### src/rtl/uart_tx_pkg.sv
// Shared UART definitions: frame FSM encoding, default baud divisor and byte type.
// Imported by the transmitter and by the matching receiver.
package uart_tx_pkg;

    localparam int unsigned BAUD_W    = 15;
    localparam int unsigned DATA_BITS = 8;
    localparam int unsigned BIT_CNT_W = $clog2(DATA_BITS);

    // 868 clocks per bit: 115200 bps from a 100 MHz clock
    localparam logic [BAUD_W-1:0] BAUD_DIV_DEFAULT = 15'd867;

    typedef logic [DATA_BITS-1:0] uart_byte_t;

    typedef enum logic [1:0] {
        ST_IDLE  = 2'd0,
        ST_START = 2'd1,
        ST_DATA  = 2'd2,
        ST_STOP  = 2'd3
    } uart_state_e;

endpackage

### src/rtl/uart_tx_if.sv
// Byte-stream valid/ready handshake between a byte source and the transmit buffer.
interface uart_tx_if;
    import uart_tx_pkg::*;

    uart_byte_t data;
    logic       valid;
    logic       ready;

    modport master (output data, output valid, input ready);
    modport slave  (input data, input valid, output ready);

endinterface

### src/rtl/uart_tx_fifo.sv
// Single-clock transmit byte buffer; push side is a valid/ready stream, ready is ~full.
module uart_tx_fifo
    import uart_tx_pkg::*;
#(
    parameter  int unsigned DEPTH = 16,
    localparam int unsigned AW    = $clog2(DEPTH),
    localparam int unsigned CW    = AW + 1
) (
    input  logic          clk_i,
    input  logic          rst_n,
    uart_tx_if.slave      push,
    input  logic          pop_i,
    output uart_byte_t    rd_data_o,
    output logic          empty_o,
    output logic [CW-1:0] count_o
);

    uart_byte_t    r_mem [DEPTH];
    logic [AW-1:0] r_wr_ptr;
    logic [AW-1:0] r_rd_ptr;
    logic [CW-1:0] r_count;
    logic          w_full;
    logic          w_push;
    logic          w_pop;

    assign w_full     = (r_count == CW'(DEPTH));
    assign empty_o    = (r_count == '0);
    assign push.ready = ~w_full;
    assign w_push     = push.valid & ~w_full;
    assign w_pop      = pop_i & ~empty_o;
    assign count_o    = r_count;
    assign rd_data_o  = r_mem[r_rd_ptr];

    // Pointers wrap naturally because DEPTH is a power of two
    always_ff @(posedge clk_i or negedge rst_n) begin
        if (!rst_n) begin
            r_wr_ptr <= '0;
            r_rd_ptr <= '0;
            r_count  <= '0;
        end else begin
            if (w_push) r_wr_ptr <= r_wr_ptr + AW'(1);
            if (w_pop)  r_rd_ptr <= r_rd_ptr + AW'(1);
            case ({w_push, w_pop})
                2'b10:   r_count <= r_count + CW'(1);
                2'b01:   r_count <= r_count - CW'(1);
                default: r_count <= r_count;
            endcase
        end
    end

    always_ff @(posedge clk_i) begin
        if (w_push) r_mem[r_wr_ptr] <= push.data;
    end

endmodule

### src/rtl/uart_tx.sv
// Buffered UART transmitter: 8 data bits MSB-first, no parity, 1 or 2 stop bits.
// The line register follows the FSM state by one cycle, so a bit lasts exactly BAUD_DIV+1 clocks.
module uart_tx
    import uart_tx_pkg::*;
#(
    parameter  logic [BAUD_W-1:0] BAUD_DIV   = BAUD_DIV_DEFAULT,
    parameter  int unsigned       FIFO_DEPTH = 16,
    parameter  int unsigned       STOP_BITS  = 1,
    localparam int unsigned       CNT_W      = $clog2(FIFO_DEPTH) + 1
) (
    input  logic             clk_i,
    input  logic             rst_n,
    input  uart_byte_t       tx_data_i,
    input  logic             tx_valid_i,
    output logic             tx_ready_o,
    output logic             uart_tx_o,
    output logic             tx_busy_o,
    output logic             uart_tx_done,
    output logic [CNT_W-1:0] fifo_count_o
);

    localparam logic STOP_LAST = (STOP_BITS == 2) ? 1'b1 : 1'b0;

    uart_tx_if u_push_if ();

    uart_state_e          r_state;
    uart_state_e          w_state_nxt;
    logic [BAUD_W-1:0]    r_baud_cnt;
    logic [BAUD_W-1:0]    w_baud_nxt;
    logic [BIT_CNT_W-1:0] r_bit_cnt;
    logic [BIT_CNT_W-1:0] w_bit_nxt;
    logic                 r_stop_cnt;
    logic                 w_stop_nxt;
    uart_byte_t           r_shift;
    uart_byte_t           w_shift_nxt;
    logic                 r_tx;
    logic                 w_tx_nxt;
    logic                 r_done;
    logic                 w_done_nxt;
    logic                 r_busy;
    logic                 w_tick;
    logic                 w_pop;
    logic                 w_empty;
    uart_byte_t           w_rd_data;

    assign u_push_if.data  = tx_data_i;
    assign u_push_if.valid = tx_valid_i;
    assign tx_ready_o      = u_push_if.ready;

    uart_tx_fifo #(
        .DEPTH (FIFO_DEPTH)
    ) u_fifo (
        .clk_i     (clk_i),
        .rst_n     (rst_n),
        .push      (u_push_if),
        .pop_i     (w_pop),
        .rd_data_o (w_rd_data),
        .empty_o   (w_empty),
        .count_o   (fifo_count_o)
    );

    assign w_tick = (r_baud_cnt == BAUD_DIV);

    always_ff @(posedge clk_i or negedge rst_n) begin
        if (!rst_n) begin
            r_state    <= ST_IDLE;
            r_baud_cnt <= '0;
            r_bit_cnt  <= '0;
            r_stop_cnt <= 1'b0;
            r_shift    <= '0;
            r_tx       <= 1'b1;
            r_done     <= 1'b0;
            r_busy     <= 1'b0;
        end else begin
            r_state    <= w_state_nxt;
            r_baud_cnt <= w_baud_nxt;
            r_bit_cnt  <= w_bit_nxt;
            r_stop_cnt <= w_stop_nxt;
            r_shift    <= w_shift_nxt;
            r_tx       <= w_tx_nxt;
            r_done     <= w_done_nxt;
            r_busy     <= (w_state_nxt != ST_IDLE) | ~w_empty;
        end
    end

    // Frame sequencing; a new byte is popped from IDLE or straight out of the last stop tick
    always_comb begin
        w_state_nxt = r_state;
        w_baud_nxt  = r_baud_cnt;
        w_bit_nxt   = r_bit_cnt;
        w_stop_nxt  = r_stop_cnt;
        w_shift_nxt = r_shift;
        w_done_nxt  = 1'b0;
        w_pop       = 1'b0;
        w_tx_nxt    = 1'b1;

        if (r_state != ST_IDLE) begin
            w_baud_nxt = w_tick ? '0 : r_baud_cnt + BAUD_W'(1);
        end

        case (r_state)
            ST_IDLE: begin
                if (!w_empty) begin
                    w_state_nxt = ST_START;
                    w_pop       = 1'b1;
                    w_shift_nxt = w_rd_data;
                    w_baud_nxt  = '0;
                end
            end
            ST_START: begin
                w_tx_nxt = 1'b0;
                if (w_tick) begin
                    w_state_nxt = ST_DATA;
                    w_bit_nxt   = '0;
                end
            end
            ST_DATA: begin
                w_tx_nxt = r_shift[DATA_BITS-1];
                if (w_tick) begin
                    w_shift_nxt = {r_shift[DATA_BITS-2:0], 1'b0};
                    w_bit_nxt   = r_bit_cnt + BIT_CNT_W'(1);
                    if (r_bit_cnt == BIT_CNT_W'(DATA_BITS - 1)) begin
                        w_state_nxt = ST_STOP;
                        w_stop_nxt  = 1'b0;
                    end
                end
            end
            ST_STOP: begin
                if (w_tick) begin
                    if (r_stop_cnt == STOP_LAST) begin
                        w_done_nxt = 1'b1;
                        if (!w_empty) begin
                            w_state_nxt = ST_START;
                            w_pop       = 1'b1;
                            w_shift_nxt = w_rd_data;
                        end else begin
                            w_state_nxt = ST_IDLE;
                        end
                    end else begin
                        w_stop_nxt = ~r_stop_cnt;
                    end
                end
            end
            default: w_state_nxt = ST_IDLE;
        endcase
    end

    assign uart_tx_o    = r_tx;
    assign tx_busy_o    = r_busy;
    assign uart_tx_done = r_done;

endmodule

### config.mk
export PLATFORM = sky130hd
export DESIGN_NAME = uart_tx
export DESIGN_NICKNAME = d
export VERILOG_FILES = /design/src/rtl/uart_tx_pkg.sv /design/src/rtl/uart_tx_if.sv /design/src/rtl/uart_tx_fifo.sv /design/src/rtl/uart_tx.sv
export SDC_FILE = /design/constraint.sdc
export NUM_CORES = 1
export LEC_CHECK = 0
export CAP_MARGIN = 0
export CORE_ASPECT_RATIO = 1.25
export CORE_MARGIN = 10
export CORE_UTILIZATION = 45
export CTS_CLUSTER_SIZE = 12
export DETAILED_ROUTE_END_ITERATION = 7
export SETUP_SLACK_MARGIN = 0.3
export SLEW_MARGIN = 20
export SYNTH_ARGS = -nofsm -noshare
export SYNTH_HDL_FRONTEND = slang
export SYNTH_SLANG_ARGS = --single-unit
export TNS_END_PERCENT = 10
### constraint.sdc
create_clock -name clk_i -period 2.9 [get_ports clk_i]
set_input_delay 0.87 -clock clk_i [delete_from_list [all_inputs] [get_ports clk_i]]
set_output_delay 0.87 -clock clk_i [all_outputs]
set_load 0.01 [all_outputs]
==> run_results.csv <==
group,metric,value,unit
outcome,outcome,"completed",
logic_synthesis,synth_flop_cell,"edfxtp_1",
route,viasPerCell,5.53,
cells_and_area,diodes,0,
pwr,ir_drop,0.424,mV
route,drt_iter0_markers,263,
floorplan,fp-row-count,52,
logic_synthesis,ys_warn_count,0,
timing,fin_crit_sh,92.3,%
pwr,leakagePower,0.00335,uW
clock_network,holdBufCountCts,0,
worst_setup_path,start_kind,"flop",
placement,portBuffers,19,
worst_setup_path,critPathMaxStageDelay,0.45,ns
clock_network,cts_root_buffer,"clkbuf_16",
global_routing,gr-usage-all-layers,13.9,%
global_routing,grt_pass1_wl,24200,um
clock_network,cts.path.max_buffers,2,
timing,slew_viol_final,0,
placement,dpl.hpwl,10100,um
clock_network,cts-htree-levels,4,
global_routing,overflow,0,
placement,place_area,0.00808,sq mm
global_routing,grt_max_degree,52,
cells_and_area,area_delta_synth_final,16.6,%
placement,place_ws,-0.00740,ns
clock_network,clk_pin_slew_worst_paths,0.07,ns
logic_synthesis,synth_area_per_cell,15.3,sq um
clock_network,cts.sinks,172,
timing,finalSetupViolations,0,
logic_synthesis,synth_top_area_share,51.0,%
worst_setup_path,path_delay_family,"simple AND/OR/NAND/NOR gates",
logic_synthesis,yosysTopAreaCell,"edfxtp_1",
logic_synthesis,syn_area,0.00754,sq mm
timing,fin_crit,2.68,ns
route,drt_wl_total,14800,um
run,max_cap_viol_count,0,
timing,rsz0062_at_grt,"yes",
route,route.vias.total,4286,
route,route.detailed.drc,0,
route,ant_nets,0,
pwr,p_total,5920,uW
logic_synthesis,ys_top_cells_by_area,"edfxtp_1 51%, dfrtp_1 14%, mux4_2 4.8%, mux2i_1 4.4%, ha_1 2.7%",
worst_setup_path,critPathRequiredTime,3.25,ns
worst_setup_path,cp_max_fo,6,
worst_hold_path,hold_class,"in -> async",
clock_network,clock_latency,0.42,ns
timing,hold_violations,0,
worst_setup_path,reg2reg_slack,0.22,ns
cells_and_area,nNetsFinal,574,
pwr,power_density,674,mW/mm^2
worst_setup_path,crit_arrival,3.03,ns
logic_synthesis,postSynthCellCount,494,
logic_synthesis,synth_fp_nets,522,
route,wl_per_cell,19.0,um
floorplan,dieArea,0.0224,sq mm
cells_and_area,drive_gt1_share,21.6,%
floorplan,die_x,136,um
logic_synthesis,ys_seq_area_share,65.6,%
timing,finClkSkew,0.00853,ns
timing,relSlewSlack,45.5,%
clock_network,cts_tree,"yes",
clock_network,cts_made_buffers,17,
timing,max_freq,373,MHz
cells_and_area,fin_area,0.00878,sq mm
worst_setup_path,cpMaxStageDelayCell,"dfrtp_2",
floorplan,ios,20,
timing,worst_slack,0.222,ns
logic_synthesis,synth_edf_count,128,
logic_synthesis,synthArstFlopShare,25.6,%
worst_setup_path,setup.worst_path.class,"reg -> reg",
floorplan,start_util,46.1,%
worst_setup_path,worstPathCellList,"nor4b_4 -> and4_4 -> a21oi_4 -> nor3_4 -> ha_4 -> inv_1 -> fa_2 -> nor2b_1 -> o21ai_1 -> and3_1 -> nor3_2 -> xor2_1",
floorplan,core,0.0163,sq mm
placement,place_congestion,0.906,
worst_setup_path,end_kind,"flop",
global_routing,grt_pass1_vias,4418,
worst_setup_path,cp_num_buf_inv,1,
route,drtPass1Iterations,5,
global_routing,antenna_found_initial,0,
logic_synthesis,ys_ff_latch,172,
logic_synthesis,yosysUniqueCellTypes,62,
timing,worstMarginPinSlew,0.815,ns
floorplan,die_y,165,um
[metal layers]
layer | share of wire [%] | GRT usage [%]
met1 | 42 | 16.7
met4 | 1.2 | 5.00
met5 | 0 | 0
met2 | 53 | 24.1
met3 | 3.4 | 3.10
[worst register-to-register path, stage by stage, from the launching register on]
cell	delay [ns]
dfrtp_2	0.45
nor4b_4	0.27
and4_4	0.28
a21oi_4	0.10
nor3_4	0.23
ha_4	0.18
inv_1	0.07
fa_2	0.36
nor2b_1	0.12
o21ai_1	0.08
and3_1	0.20
nor3_2	0.12
xor2_1	0.15
[stage by stage]
step	std cells	hold WS [ns]	util (%)	setup TNS (ns)
6_report	775	0.473	53.8	0
3_3_place_gp	734	0.462	49.5	0
3_5_place_dp	734	0.479	49.5	-0.00740
5_1_grt	775	0.500	53.8	0
2_1_floorplan	494	0.451	-	0
4_1_cts	773	0.490	53.5	0
[cells in the mapped netlist (3+ instances only)]
master and count:
edfxtp_1 128, dfrtp_1 43, mux2i_1 33, nand2_1 28, a221oi_1 22, nor2_1 22
inv_1 17, nand3_1 17, o21ai_0 17, ha_1 16, mux4_2 16, nor3_1 10
o21a_1 9, buf_4 8, a21oi_1 7, o211ai_1 7, xor2_1 7, a22o_1 6
xnor2_1 6, a21o_1 5, buf_6 5, clkbuf_1 5, nor4_1 5, buf_2 4
nand2b_1 3, nand4_1 3, nor2b_1 3, or3_1 3
[layout make-up]
type / count / area [sq um]
Clock buffer: 17 / 425
Clock inverter: 15 / 154
Fill cell: 1326 / 7550
Inverter: 18 / 67.6
Multi-Input combinational cell: 278 / 2420
Sequential cell: 172 / 4950
Tap cell: 216 / 270
Timing Repair Buffer: 59 / 497
[placed cells by master (no fill, tap or decap), drive strengths merged, types with 11 or more instances in the layout]
master         instances
inv                   24
ha                    16
mux4                  16
clkdlybuf4s50         17
mux2i                 33
nand3                 17
nand2                 29
o21ai                 18
a221oi                24
clkbuf                17
edfxtp               128
buf                   41
nor2                  22
nor3                  11
dfrtp                 43
[flip-flops by register name (all words and copies together) (netlist names), 2 cells and up]
| signal | count |
|---|---|
| r_baud_cnt | 15 |
| u_fifo.r_wr_ptr | 4 |
| u_fifo.r_rd_ptr | 4 |
| u_fifo.count_o | 5 |
| r_state | 2 |
| u_fifo.r_mem | 128 |
| r_bit_cnt | 3 |
| r_shift | 8 |
[report_power, final]
group	internal, uW	switching [uW]	leakage (uW)
combinational	308	401	0.00136
clock	1140	1030	0.000281
sequential	2890	139	0.00170
total	4350	1570	0.00335
[worst paths after layout]
kind,cells after the start,start,end
setup reg to reg,12,r_baud_cnt[4],u_fifo.count_o[4]
hold / removal,1,rst_n,u_fifo.count_o[4]
max in group asynchronous,2,rst_n,r_baud_cnt[4]
setup / recovery,12,r_baud_cnt[4],u_fifo.count_o[4]
min in group clk_i,1,r_shift[0],r_shift[0]
hold reg to reg,1,r_shift[0],r_shift[0]
[repair_timing]
item                                    CTS  global route
buffers inserted                          7             2
gates resized for setup                   7             5
pin swaps                                 6             4
hold endpoints to repair                  0             0
endpoints found under the setup margin    3             2
[logic make-up (layout without fill, tap and decap cells)]
group	after synthesis	after routing	share of synthesized area (%)
AO/OA/AOI/OAI	88	88	9.33
XOR/XNOR	13	13	1.51
adder cells (fa/ha/maj)	17	17	2.92
buffers and inverters	44	109	3.19
flip-flops	172	172	65.6
multiplexers	51	51	9.51
AND/OR/NAND/NOR	109	109	7.90
(Power assumes the default switching activity.)
==> patch, RTL diff (config.mk and constraints unchanged) <==
Change the package constant `BAUD_W` from 15 to 11.
--- a/src/rtl/uart_tx_pkg.sv
+++ b/src/rtl/uart_tx_pkg.sv
@@ -2,7 +2,7 @@
 // Imported by the transmitter and by the matching receiver.
 package uart_tx_pkg;
 
-    localparam int unsigned BAUD_W    = 15;
+    localparam int unsigned BAUD_W    = 11;
     localparam int unsigned DATA_BITS = 8;
     localparam int unsigned BIT_CNT_W = $clog2(DATA_BITS);
 
Check against the original RTL: no difference found for any inputs over 10 cycles, from zero or initial values and one cycle with rst_n low; that may be too few to reach the edited logic, so the function may still have changed.
==> patch against the unedited design <==
Synthesized area is 3.3% lower; non-clock buffer count decreased by 5; count of clock-buffer cells in the layout unchanged; power fell by 0.16%; sequential cell count is 4 lower; wire length up 3.2%; clock skew increased by 9.9 ps; utilization is 0.14 points lower; worst hold slack worse by 28 ps; first-iteration DRC count down 11%; worst setup slack improved by 61 ps; cell area shrank 3.7%; critical endpoint unchanged.
==> patch: results (changes against the unedited design) <==
cellLeakagePower_nw: 3.18  # was 3.35 nW
first_pass_iters: 4  # was 5
largestRegisters: "u_fifo.r_mem: 128 flops, r_baud_cnt: 11 flops, r_shift: 8 flops"  # was u_fifo.r_mem: 128 flops, r_baud_cnt: 15 flops, r_shift: 8 flops
yosysUniqueCellTypes: 57  # was 62
synth_commonest_cells: "edfxtp_1 (128), dfrtp_1 (39), mux2i_1 (34), nand2_1 (27), nor2_1 (22)"  # was edfxtp_1 (128), dfrtp_1 (43), mux2i_1 (33), nand2_1 (28)
pre_cts_ws_ps: 41.5  # was -7.40 ps
syn_nets: 498  # was 522
post_cts_buffers: 2  # was 7
dp.cells: 704  # was 734
gp_congestion: 0.820  # was 0.906
grt_pass1_wl_mm: 24.3  # was 24.2 mm
pg_seq_w: 0.00298  # was 0.00303 W
reg2reg_slack_ps: 280  # was 220 ps
hpwl_mm: 10.1  # about the same
ctsResizeCount: 2  # was 7
powerClk_w: 0.00221  # was 0.00217 W
peakVddDrop_v: 0.000384  # was 0.000424 V
synth_mux_area_share_pct: 9.77  # was 9.51%
grt_pass1_vias: 4292  # was 4418
cpPeakStageDelay_ps: 390  # was 450 ps
reg2reg_from: "r_baud_cnt[0]"  # was r_baud_cnt[4]
status: "completed"  # unchanged
crit_slowest_cell: "dfrtp_1"  # was dfrtp_2
fin_nets: 546  # was 574
wl_mm: 15.2  # was 14.8 mm
detail_route.vias_per_cell: 5.51  # was 5.53
fin_hold_ws_ps: 445  # was 473 ps
p_int_w: 0.00442  # was 0.00435 W
cp_max_fo: 4  # was 6
synth-compound-area-share_pct: 8.70  # was 9.33%
patch: cell types whose count changed after synthesis, moves of 4 or more:
cell	before	now
nor2b_1	3	7
nand3_1	17	13
a22o_1	6	0
o31ai_1	0	6
dfrtp_1	43	39
buf_6	5	9
patch: cell families after synthesis:
group,Yosys count
simple gates,100
buf+inv,39
xor+xnor,12
fa+ha+maj,17
mux,51
compound gates,83
flops,168
patch: routing by layer:
| metal | global-route usage, % | vias up | part of all wire, % | wire (um) |
|---|---|---|---|---|
| met2 | 25.0 | 56 | 53 | 8020 |
| met3 | 3.73 | 18 | 2.5 | 380 |
| met5 | 0 | - | 0 | 0 |
| met4 | 5.90 | 0 | 2.1 | 314 |
| li1 | - | 1925 | - | - |
| met1 | 17.4 | 2081 | 43 | 6510 |
patch: area by class of cell:
class / count / area (um^2)
multi-input cells: 263 / 2260
well taps: 212 / 265
flip-flops and latches: 168 / 4850
inverters: 14 / 52.6
clock inverters: 13 / 146
fillers: 1308 / 7310
clock buffers: 17 / 425
repair buffers: 54 / 459
